## src/rtl/ser_pkg.sv

```systemverilog
// Shared types and constants for the serial frame driver.
// Optional even-parity trailer bit is enabled by defining SER_PARITY_EN.
package ser_pkg;

    // FSM encoding
    localparam logic [0:0] IDLE = 1'b0;
    localparam logic [0:0] SHIFT = 1'b1;

    localparam int unsigned DEFAULT_WIDTH = 8;

    // Counter must reach WIDTH when the parity bit is appended
    function automatic int unsigned cnt_width(input int unsigned width);
        return $clog2(width + 1);
    endfunction

endpackage

```

## src/rtl/ser_shift_reg.sv

```systemverilog
// MSB-first shifter with bit counter for one frame.
// With SER_PARITY_EN defined, the word's XOR is captured at load time and driven after the LSB.
module ser_shift_reg
    import ser_pkg::*;
#(
    parameter int unsigned WIDTH = DEFAULT_WIDTH
) (
    input  logic             clock,
    input  logic             reset,
    input  logic             load_i,
    input  logic [WIDTH-1:0] load_data_i,
    input  logic             shift_i,
    output logic             msb_o,
    output logic             last_o
);

    localparam int unsigned CW = cnt_width(WIDTH);
`ifdef SER_PARITY_EN
    localparam int unsigned LAST = WIDTH;
`else
    localparam int unsigned LAST = WIDTH - 1;
`endif
    localparam logic [CW-1:0] LAST_CNT = CW'(LAST);

    logic [WIDTH-1:0] sreg_q, sreg_d;
    logic [CW-1:0]    cnt_q, cnt_d;

    // Load restarts the frame; shift advances one bit
    always_comb begin
        sreg_d = sreg_q;
        cnt_d  = cnt_q;
        if (load_i) begin
            sreg_d = load_data_i;
            cnt_d  = '0;
        end else if (shift_i) begin
            sreg_d = {sreg_q[WIDTH-2:0], 1'b0};
            cnt_d  = cnt_q + CW'(1);
        end
    end

    // Shifter state registers
    always_ff @(posedge clock) begin
        if (reset) begin
            sreg_q <= '0;
            cnt_q  <= '0;
        end else begin
            sreg_q <= sreg_d;
            cnt_q  <= cnt_d;
        end
    end

    assign last_o = (cnt_q == LAST_CNT);

`ifdef SER_PARITY_EN
    logic parity_q;

    // Parity is fixed at load so the trailer bit matches the word being sent
    always_ff @(posedge clock) begin
        if (reset) begin
            parity_q <= 1'b0;
        end else if (load_i) begin
            parity_q <= ^load_data_i;
        end
    end

    assign msb_o = last_o ? parity_q : sreg_q[WIDTH-1];
`else
    assign msb_o = sreg_q[WIDTH-1];
`endif

endmodule

```

## src/rtl/serial_frame_driver.sv

```systemverilog
// Parallel-to-serial feeder: valid/ready intake, one holding register for gapless
// back-to-back frames, MSB-first bit stream on x. Idle level is 0.
// Defining SER_PARITY_EN appends an even-parity bit to every frame.
module serial_frame_driver
    import ser_pkg::*;
#(
    parameter int unsigned WIDTH = DEFAULT_WIDTH
) (
    input  logic             clock,
    input  logic             reset,
    input  logic [WIDTH-1:0] data_in,
    input  logic             data_valid,
    output logic             data_ready,
    output logic             x,
    output logic             x_valid,
    output logic             busy
);

    logic [0:0]       state_q, state_d;
    logic [WIDTH-1:0] hold_q, hold_d;
    logic             hold_full_q, hold_full_d;

    logic             accept;
    logic             last;
    logic             frame_end;
    logic             shifter_free;
    logic             load;
    logic             shift;
    logic [WIDTH-1:0] load_data;
    logic             msb;

    assign data_ready   = !hold_full_q;
    assign accept       = data_valid && data_ready;
    assign frame_end    = (state_q == SHIFT) && last;
    assign shifter_free = (state_q == IDLE) || (frame_end && !hold_full_q);

    // Intake routing, hold register and FSM next state
    always_comb begin
        load        = 1'b0;
        load_data   = data_in;
        hold_d      = hold_q;
        hold_full_d = hold_full_q;
        state_d     = state_q;
        shift       = (state_q == SHIFT) && !last;
        if (frame_end && hold_full_q) begin
            // Held word follows immediately; no accept possible as ready is low
            load        = 1'b1;
            load_data   = hold_q;
            hold_full_d = 1'b0;
        end else if (accept && shifter_free) begin
            load    = 1'b1;
            state_d = SHIFT;
        end else if (accept) begin
            hold_d      = data_in;
            hold_full_d = 1'b1;
        end
        if (frame_end && !load) begin
            state_d = IDLE;
        end
    end

    // Handshake and FSM state registers
    always_ff @(posedge clock) begin
        if (reset) begin
            state_q     <= IDLE;
            hold_q      <= '0;
            hold_full_q <= 1'b0;
        end else begin
            state_q     <= state_d;
            hold_q      <= hold_d;
            hold_full_q <= hold_full_d;
        end
    end

    ser_shift_reg #(
        .WIDTH (WIDTH)
    ) u_shift_reg (
        .clock       (clock),
        .reset       (reset),
        .load_i      (load),
        .load_data_i (load_data),
        .shift_i     (shift),
        .msb_o       (msb),
        .last_o      (last)
    );

    assign x       = (state_q == SHIFT) ? msb : 1'b0;
    assign x_valid = (state_q == SHIFT);
    assign busy    = (state_q == SHIFT) || hold_full_q;

endmodule

```

## config.mk

```make
export PLATFORM = sky130hd
export DESIGN_NAME = serial_frame_driver
export DESIGN_NICKNAME = d
export VERILOG_FILES = /design/src/rtl/ser_pkg.sv /design/src/rtl/ser_shift_reg.sv /design/src/rtl/serial_frame_driver.sv
export SDC_FILE = /design/constraint.sdc
export NUM_CORES = 1
export LEC_CHECK = 0
export BUFFER_PORTS_ARGS = -buffer_cell sky130_fd_sc_hd__clkbuf_2
export CORE_ASPECT_RATIO = 1.2
export CORE_MARGIN = 2
export CORE_UTILIZATION = 59
export CTS_CLUSTER_DIAMETER = 60
export DETAILED_ROUTE_END_ITERATION = 16
export PLACE_DENSITY = 0.81
export SLEW_MARGIN = 20
export SYNTH_ARGS = -nofsm -noshare
export SYNTH_HDL_FRONTEND = slang
export SYNTH_SLANG_ARGS = --single-unit
```

## constraint.sdc

```tcl
create_clock -name clock -period 3.93 [get_ports clock]
set_input_delay 0.393 -clock clock [delete_from_list [all_inputs] [get_ports clock]]
set_output_delay 0.393 -clock clock [all_outputs]
set_load 0.05 [all_outputs]
```

==> flow_summary.toml, run 1 <==
[floorplan]
initial_core_util = 0.617
fp.dieH_um = 51.6
rows = 17
die-area_mm2 = 0.00225
fp.dieW_um = 43.7
ios = 15
fp.coreArea_mm2 = 0.00181

[synthesis]
synth_top_area_share = 0.395
synth-edff-count = 0
synth_cells = 116
avgSynthCellArea_um2 = 9.61
async_reset_ff_frac = 0
yosys.area.top_type = "dfxtp_1"
synth_seq_cells = 22
yosys_warnings = 0
synth_fp_nets = 128
ys_types = 33
synthTopCellsByArea = "dfxtp_1 (40%), mux2i_1 (8.1%), a211oi_2 (6.7%), o31ai_2 (6.7%), nor2_1 (6.1%)"
synthFlopType = "dfxtp_1"
ys_seq_area_frac = 0.395
synth_area_mm2 = 0.00111

[sta]
post-route-min-period_ps = 2010
skew_ps = 3.72
relSlewSlack = 0.647
finalHoldViolCount = 0
fmax_ghz = 0.498
tightest_slew_ps = 529
finalMaxSlewViolations = 0
finalWorstSetupSlack_ps = 1920
min_period_over_period = 0.511
rsz0062_at_grt = "false"
final-setup-viol-count = 0
fin_setup_tns_ps = 0

[final_layout]
area_delta_synth_final_pct = 8.31
n_antenna_cell = 0
num-nets-final = 141
final_layout_size_suffix_gt1_frac = 0.281
num-fill-cells = 145
postLayoutCoreUtil = 0.668

[placed_design]
place_ws_ps = 1950
place.gp.congestion = 0.812
dp_hpwl_mm = 1.60
port_buffers = 14

[global_route]
grt_overflow = 0
grt_usage = 0.213
grt_pass1_vias = 851
antenna_found_initial = 0
grt_max_degree = 16
grt_first_pass_wirelength_mm = 3.59

[route]
routed_wl_mm = 2.20
drtAntennaViolNets = 0
drtPass1Iterations = 4
drc = 0
dr.first_iter.drc_count = 21
dr_total_vias = 881
routed_via_density = 5.99
wl_per_cell_um = 15.0

[clock_tree]
cts_tree = "done"
cts_hold_buf = 0
root_buffer = "clkbuf_4"
ctsResizeCount = 0
cts_sinks = 22
htreeDepth = 1
worstSkewPairLatency_ps = 310
clk_path_buf_depth = 2
cts_inserted_buffers = 3
clk_pin_slew_ps = 130
post_cts_buffers = 0

[setup_path]
path_buf_inv = 0
max_stage_delay_ps = 650
cp_data_required_time_ps = 4160
critPathLaunchType = "register"
endpoint_kind = "register"
cp_slowest_cell = "dfxtp_1"
worstSetupPathType = "register to register"
cp_cell_sequence = "and4b_1, and2_1, a211oi_2, o31ai_2"
path_max_fanout = 15
worstPathArrival_ps = 2240
crit_family = "simple AND/OR/NAND/NOR gates"

[job]
cap_violations = 0

[status]
outcome = "complete, no violations"

[power_and_ir_drop]
p_leak_nw = 0.527
power_density_mw_per_mm2 = 380
vdd_drop_max_mv = 0.262

[min_path]
hold_path_class = "primary input to register"
-- synth_stat cells, types with 2 or more instances --
| library cell | number |
|---|---|
| a211oi_2 | 6 |
| a21boi_0 | 6 |
| a21oi_1 | 4 |
| and2_1 | 2 |
| buf_2 | 3 |
| dfxtp_1 | 22 |
| inv_1 | 3 |
| mux2i_1 | 9 |
| nand2_1 | 5 |
| nand3_1 | 8 |
| nor2_1 | 18 |
| nor3_1 | 2 |
| o31ai_2 | 6 |
| or2_2 | 2 |
| xor2_1 | 2 |
-- logic make-up (layout without fill, tap and decap cells) --
| kind of cell | after synthesis | count (layout) | share of synthesized area |
|---|---|---|---|
| DFF | 22 | 22 | 0.395 |
| buffers and inverters | 9 | 21 | 0.0438 |
| xor gates and xnor gates | 2 | 2 | 0.0157 |
| adders and majority gates | 1 | 1 | 0.0112 |
| and+or+nand+nor | 45 | 45 | 0.202 |
| muxes | 9 | 9 | 0.0808 |
| AOI/OAI and AO/OA | 28 | 28 | 0.251 |
-- area by class of cell --
class	count	area [um2]	share of cell area
inverters	3	11.3	0.00933
repair buffers	14	70.1	0.0580
clock buffers	4	36.3	0.0301
flip-flops and latches	22	440	0.365
multi-input cells	85	626	0.518
well taps	19	23.8	0.0197
-- worst reg2reg max path: cells and delay by family (launching register included) --
family / cells / cell delay [ps]
flops: 1 / 650
simple gates: 2 / 900
compound gates: 2 / 390
-- metrics by stage --
stage / cell area, um2 / instances / hold WS (ps) / total power [W]
after floorplan: 1110 / 116 / 449 / 0.000316
after global placement: 1170 / 143 / 466 / 0.000333
after detailed placement: 1170 / 143 / 473 / 0.000336
after CTS: 1210 / 147 / 325 / 0.000462
after global routing: 1210 / 147 / 331 / 0.000475
final: 1210 / 147 / 322 / 0.000459
-- layer usage --
metal | track usage | part of all wire | up-vias
met1 | 0.247 | 0.42 | 417
met5 | 0 | 0 | -
met3 | 0.0208 | 0.035 | 5
li1 | - | - | 440
met4 | 0.121 | 0.015 | 0
met2 | 0.373 | 0.53 | 19
-- power by group --
part	internal, W	switching [W]
Clock	0.0000566	0.0000712
Combinational	0.0000314	0.0000508
Sequential	0.000237	0.0000125
-- flip-flops by register name, indices dropped and copies added (netlist names) --
signal              flops
u_shift_reg.cnt_q       4
hold_q                  8
x_valid                 1
u_shift_reg.sreg_q      8
hold_full_q             1
-- placed cells by master (no fill, tap or decap), types with 4 or more instances in the layout --
master and instances:
dfxtp_1 22, nor2_1 18, clkbuf_2 14, mux2i_1 9, nand3_1 8, a21boi_0 6, a211oi_2 6, o31ai_2 6
nand2_1 5, a21oi_1 4
-- path summary, 6_finish.rpt --
path | startpoint | to | slack (ps) | cells after the start
hold / removal | data_in[7] | hold_q[7] | 320 | 3
setup / recovery | x_valid | u_shift_reg.sreg_q[2] | 1920 | 4
setup reg to reg | x_valid | u_shift_reg.sreg_q[2] | 1920 | 4
hold reg to reg | u_shift_reg.cnt_q[1] | u_shift_reg.cnt_q[1] | 490 | 2
No activity file was read; power rests on OpenSTA's default activity.
==> run 2: changes to the inputs <==
- CORE_UTILIZATION: 59 -> 55
- PLACE_DENSITY: 0.81 -> 0.77
- clock period: 3.93 -> 1.9 ns (I/O delays scaled with it)
==> run 2 against run 1 <==
Against the previous run: global-route usage fell by 0.11 points; core utilization down 0.94 points; die area up 6.7%; largest cell class unchanged; clock skew increased by 4.0 ps.
==> flow_summary.toml, run 2 (same netlist as run 1, synthesis figures left out) <==
[floorplan]
fp.coreArea_mm2 = 0.00187
initial_core_util = 0.596
fp.dieH_um = 53.3
rows = 17
ios = 15
fp.dieW_um = 45.1
die-area_mm2 = 0.00240

[setup_path]
cp_data_required_time_ps = 2140
r2r-start = "u_shift_reg.cnt_q[0]"
worstSetupPathType = "register to register"
rrSetupSlack_ps = 160
worstPathArrival_ps = 1980
critPathLaunchType = "register"
path_max_fanout = 8
reg2reg_depth = 5
endpoint = "u_shift_reg.sreg_q[6]"
endpoint_kind = "register"
cp_slowest_cell = "a22oi_1"
crit_start = "u_shift_reg.cnt_q[0]"
reg2reg_to = "u_shift_reg.sreg_q[6]"
cp_cell_sequence = "ha_1, nand3b_2, a22oi_1, nor2_1, o31ai_2"
max_stage_delay_ps = 490

[sta]
rsz0062_at_grt = "false"
whs_ps = 115
relSlewSlack = 0.674
min_period_over_period = 0.916
fin_setup_tns_ps = 0
final-setup-viol-count = 0
post-route-min-period_ps = 1740
finalMaxSlewViolations = 0
finalHoldViolCount = 0
skew_ps = 7.74
fmax_ghz = 0.574
tightest_slew_ps = 489

[final_layout]
multi_input_area_um2 = 628
reg.largest.list = "hold_q x8, u_shift_reg.sreg_q x8, u_shift_reg.cnt_q x4"
area_delta_synth_final_pct = 10.5
final_common_cell = "dfxtp_1"
n_antenna_cell = 0
final_layout_size_suffix_gt1_frac = 0.305
regArea_um2 = 440
num-fill-cells = 160
num-nets-final = 144
layout_common_cells = "dfxtp_1 (22), nor2_1 (18), clkbuf_2 (14)"
postLayoutCoreUtil = 0.658

[global_route]
grt_max_degree = 15
grt_pass1_vias = 830
grt_overflow = 0
grt_usage = 0.212
antenna_found_initial = 0
grt_first_pass_wirelength_mm = 3.58

[route]
routed_wl_mm = 2.20
wl_per_cell_um = 14.6
drtAntennaViolNets = 0
routed_via_density = 5.94
drc = 0
drtPass1Iterations = 4
dr_total_vias = 891
dr.first_iter.drc_count = 18

[placed_design]
place.gp.congestion = 0.815
port_buffers = 14
dp_hpwl_mm = 1.65

[job]
cap_violations = 0

[clock_tree]
cts_inserted_buffers = 3
root_buffer = "clkbuf_4"
cts_tree = "done"
clk_path_buf_depth = 2
worstSkewPairLatency_ps = 320
htreeDepth = 1
cts_sinks = 22
clk_pin_slew_ps = 120

[power_and_ir_drop]
vdd_drop_max_mv = 0.492
p_leak_nw = 0.545
power_density_mw_per_mm2 = 775

[status]
outcome = "complete, no violations"

[min_path]
hold_path_class = "primary input to register"
-- run 2: layout make-up --
cell class                      count  area share
Clock buffer                        4      0.0294
Inverter                            3     0.00914
Multi-Input combinational cell     85       0.510
Sequential cell                    22       0.357
Tap cell                           19      0.0193
Timing Repair Buffer               17      0.0751
-- run 2: stage by stage --
stage	cell area [um2]	power (W)	cells	setup WS, ps
2_1_floorplan	1110	0.000654	116	174
3_3_place_gp	1190	0.000694	146	206
3_5_place_dp	1190	0.000700	146	185
4_1_cts	1230	0.000962	150	155
5_1_grt	1230	0.000991	150	24.4
6_report	1230	0.000955	150	159
-- run 2: where the power goes --
part	internal [W]	leakage, nW	switching (W)
clock network	0.000117	0.0210	0.000146
logic	0.0000704	0.344	0.000112
registers	0.000490	0.180	0.0000201
total	0.000677	0.545	0.000278
-- run 2: how the worst min path moves through the flow --
stage               start                     to  slack [ps]  depth (start not counted)
2_1_floorplan       reset  u_shift_reg.sreg_q[3]         290                          1
3_3_place_gp   data_in[6]              hold_q[6]         440                          3
3_5_place_dp   data_in[1]              hold_q[1]         440                          3
4_1_cts        data_in[1]              hold_q[1]         110                          3
5_1_grt        data_in[7]              hold_q[7]         120                          3
6_report       data_in[1]              hold_q[1]         110                          3
-- run 2: what timing repair did --
action	CTS	global route
buffers inserted	0	0
resized for setup	0	1
hold buffers	0	0
setup endpoints to repair	0	1
-- run 2: critical path: cells and delay by family, from the launching register on --
kind	cells	cell delay [ps]
DFF	1	380
and+or+nand+nor	2	350
AOI/OAI and AO/OA	2	700
adders and majority gates	1	240
-- run 2: layer usage --
layer / up-vias / GRT usage / wire length (um)
li1: 448 / - / -
met1: 415 / 0.248 / 942
met2: 19 / 0.357 / 1120
met3: 9 / 0.0341 / 66
met4: 0 / 0.118 / 69
met5: - / 0 / 0
==> run 3: changes to the inputs <==
- ABC_AREA: unset -> 1
- BUFFER_PORTS_ARGS: -buffer_cell sky130_fd_sc_hd__clkbuf_2 -> -buffer_cell sky130_fd_sc_hd__buf_2
- CORE_UTILIZATION: 55 -> 48
- PLACE_DENSITY: 0.77 -> 0.68
==> run 3 against run 2 <==
Against the previous run: non-clock buffer count decreased by 2; final area grew 1.1%; worst setup slack improved by 27 ps; worst hold slack got worse by 24 ps; via count up 20%; count of clock-buffer cells in the layout decreased by 1; synthesized cell count up 37%; critical endpoint is now busy; first-iteration DRC count increased by 22%; combinational power increased by 2%.
==> flow_summary.toml, run 3 <==
[floorplan]
die-area_mm2 = 0.00281
fp.dieH_um = 57.7
initial_core_util = 0.505
ios = 15
rows = 19
fp.coreArea_mm2 = 0.00228
fp.dieW_um = 48.7

[synthesis]
synthFlopType = "dfxtp_1"
synth_cells = 159
synthSimpleGateAreaFrac = 0.283
synthTopCellsByArea = "dfxtp_1 (38%), inv_1 (8.5%), nand2_1 (8.5%), a21oi_1 (8.3%), nand3_1 (8.3%)"
async_reset_ff_frac = 0
synth_commonest_cells = "inv_1 (26), nand2_1 (26), dfxtp_1 (22), a21oi_1 (19), nand3_1 (19)"
synth-xor-area-share = 0.00760
avgSynthCellArea_um2 = 7.25
synth_fp_nets = 171
ys_types = 24
synth_compound_area_frac = 0.181
synth_seq_cells = 22
synth_top_family_by_area = "simple AND/OR/NAND/NOR gates"
synth_area_mm2 = 0.00115
synthAdderAreaFrac = 0.0109
ys_seq_area_frac = 0.382
synth_mux_area_frac = 0
yosys_warnings = 0
synth_top_area_share = 0.382
yosys.area.top_type = "dfxtp_1"
synth-edff-count = 0

[sta]
finalMaxSlewViolations = 0
fin_setup_tns_ps = 0
finalHoldViolCount = 0
final-setup-viol-count = 0
finalWorstSetupSlack_ps = 186
fmax_ghz = 0.583
relSlewSlack = 0.643
skew_ps = 5.19
post-route-min-period_ps = 1710
rsz0062_at_grt = "false"
tightest_slew_ps = 535
min_period_over_period = 0.902

[setup_path]
crit_family = "flip-flops"
r2r-start = "u_shift_reg.cnt_q[0]"
cp_cell_sequence = "inv_1, nand2_1, buf_2"
max_stage_delay_ps = 670
cp_slowest_cell = "dfxtp_1"
crit_start = "hold_full_q"
path_max_fanout = 10
cp_data_required_time_ps = 1710
endpoint_kind = "output pin"
critPathLaunchType = "register"
path_buf_inv = 2
worstPathArrival_ps = 1520
worstSetupPathType = "register to output pin"

[placed_design]
port_buffers = 14
place.gp.congestion = 0.910
place_ws_ps = 224
post_dp_cell_area_mm2 = 0.00122
dp_hpwl_mm = 1.77

[clock_tree]
clk_pin_slew_ps = 120
htreeDepth = 1
cts_sinks = 22
root_buffer = "clkbuf_4"
worstSkewPairLatency_ps = 310
cts_tree = "done"
cts_inserted_buffers = 3
cts_hold_buf = 0
clk_path_buf_depth = 2

[global_route]
grt_pass1_vias = 1090
grt_first_pass_wirelength_mm = 4.46
grt_max_degree = 18
antenna_found_initial = 0
grt_overflow = 0
grt_usage = 0.200

[final_layout]
area_delta_synth_final_pct = 8.14
num-fill-cells = 233
postLayoutCoreUtil = 0.546
final_layout_size_suffix_gt1_frac = 0.170
final_cell_area_mm2 = 0.00125
num-nets-final = 185
n_antenna_cell = 0
layout_common_cells = "inv_1 (26), nand2_1 (26), dfxtp_1 (22)"
reg.largest.list = "hold_q x8, u_shift_reg.sreg_q x8, u_shift_reg.cnt_q x4"

[power_and_ir_drop]
p_leak_nw = 0.552
power_density_mw_per_mm2 = 734
vdd_drop_max_mv = 0.463

[route]
dr_total_vias = 1072
drtPass1Iterations = 4
routed_via_density = 5.31
drc = 0
routed_wl_mm = 2.49
wl_per_cell_um = 12.3
drtAntennaViolNets = 0
dr.first_iter.drc_count = 22

[min_path]
hold_path_class = "primary input to register"
hp-start = "reset"

[status]
outcome = "complete, no violations"

[job]
cap_violations = 0
==> run 3: cell types whose count changed in the layout (fill, tap and decap cells not counted), moves of 11 or more <==
cell      before  now
a21oi_1        4   19
buf_2          0   14
clkbuf_2      14    0
inv_1          3   26
nand2_1        5   26
nand3_1        8   19
nor2_1        18    5
==> run 3: final timing paths <==
path / to / slack, ps / cells after the start
hold / removal: u_shift_reg.sreg_q[0] / 90 / 2
hold reg to reg: hold_q[4] / 460 / 2
setup reg to reg: u_shift_reg.sreg_q[4] / 210 / 7
setup / recovery: busy / 190 / 3
==> run 3: kinds of logic (layout without fill, tap and decap cells) <==
| logic type | count (synthesis) | after routing |
|---|---|---|
| buffers and inverters | 34 | 46 |
| AND/OR/NAND/NOR | 65 | 65 |
| AO/OA/AOI/OAI | 36 | 36 |
| XOR/XNOR | 1 | 1 |
| adder cells (fa/ha/maj) | 1 | 1 |
| flip-flops | 22 | 22 |
==> run 3: cell type report <==
class                           count  area [um2]  area share
Inverter                           28         105      0.0843
Clock buffer                        3        22.5      0.0181
Tap cell                           31        38.8      0.0311
Sequential cell                    22         440       0.353
Timing Repair Buffer               15        77.6      0.0622
Multi-Input combinational cell    103         562       0.451
==> run 3: where the power goes <==
part / total (W) / internal (W) / switching, W
combinational: 0.000186 / 0.0000624 / 0.000124
clock: 0.000209 / 0.0000741 / 0.000135
sequential: 0.000520 / 0.000495 / 0.0000249
total: 0.000915 / 0.000631 / 0.000284
==> run 3: routing by layer <==
| metal | track usage | up-vias | wire length [um] |
|---|---|---|---|
| met1 | 0.226 | 490 | 1110 |
| li1 | - | 550 | - |
| met5 | 0 | - | 0 |
| met2 | 0.364 | 28 | 1220 |
| met3 | 0.0258 | 4 | 131 |
| met4 | 0.114 | 0 | 31 |
==> run 3: timing repair <==
| item | in CTS | in global routing |
|---|---|---|
| resized for setup | 0 | 1 |
| buffers inserted | 0 | 0 |
| setup endpoints to repair | 0 | 4 |
==> run 3: metrics by stage <==
step	std cells	total power (W)	hold slack (ps)
3_5_place_dp	199	0.000713	427
6_report	202	0.000915	90.7
2_1_floorplan	159	0.000669	259
4_1_cts	202	0.000921	85.6
3_3_place_gp	199	0.000711	423
5_1_grt	202	0.000971	98.4
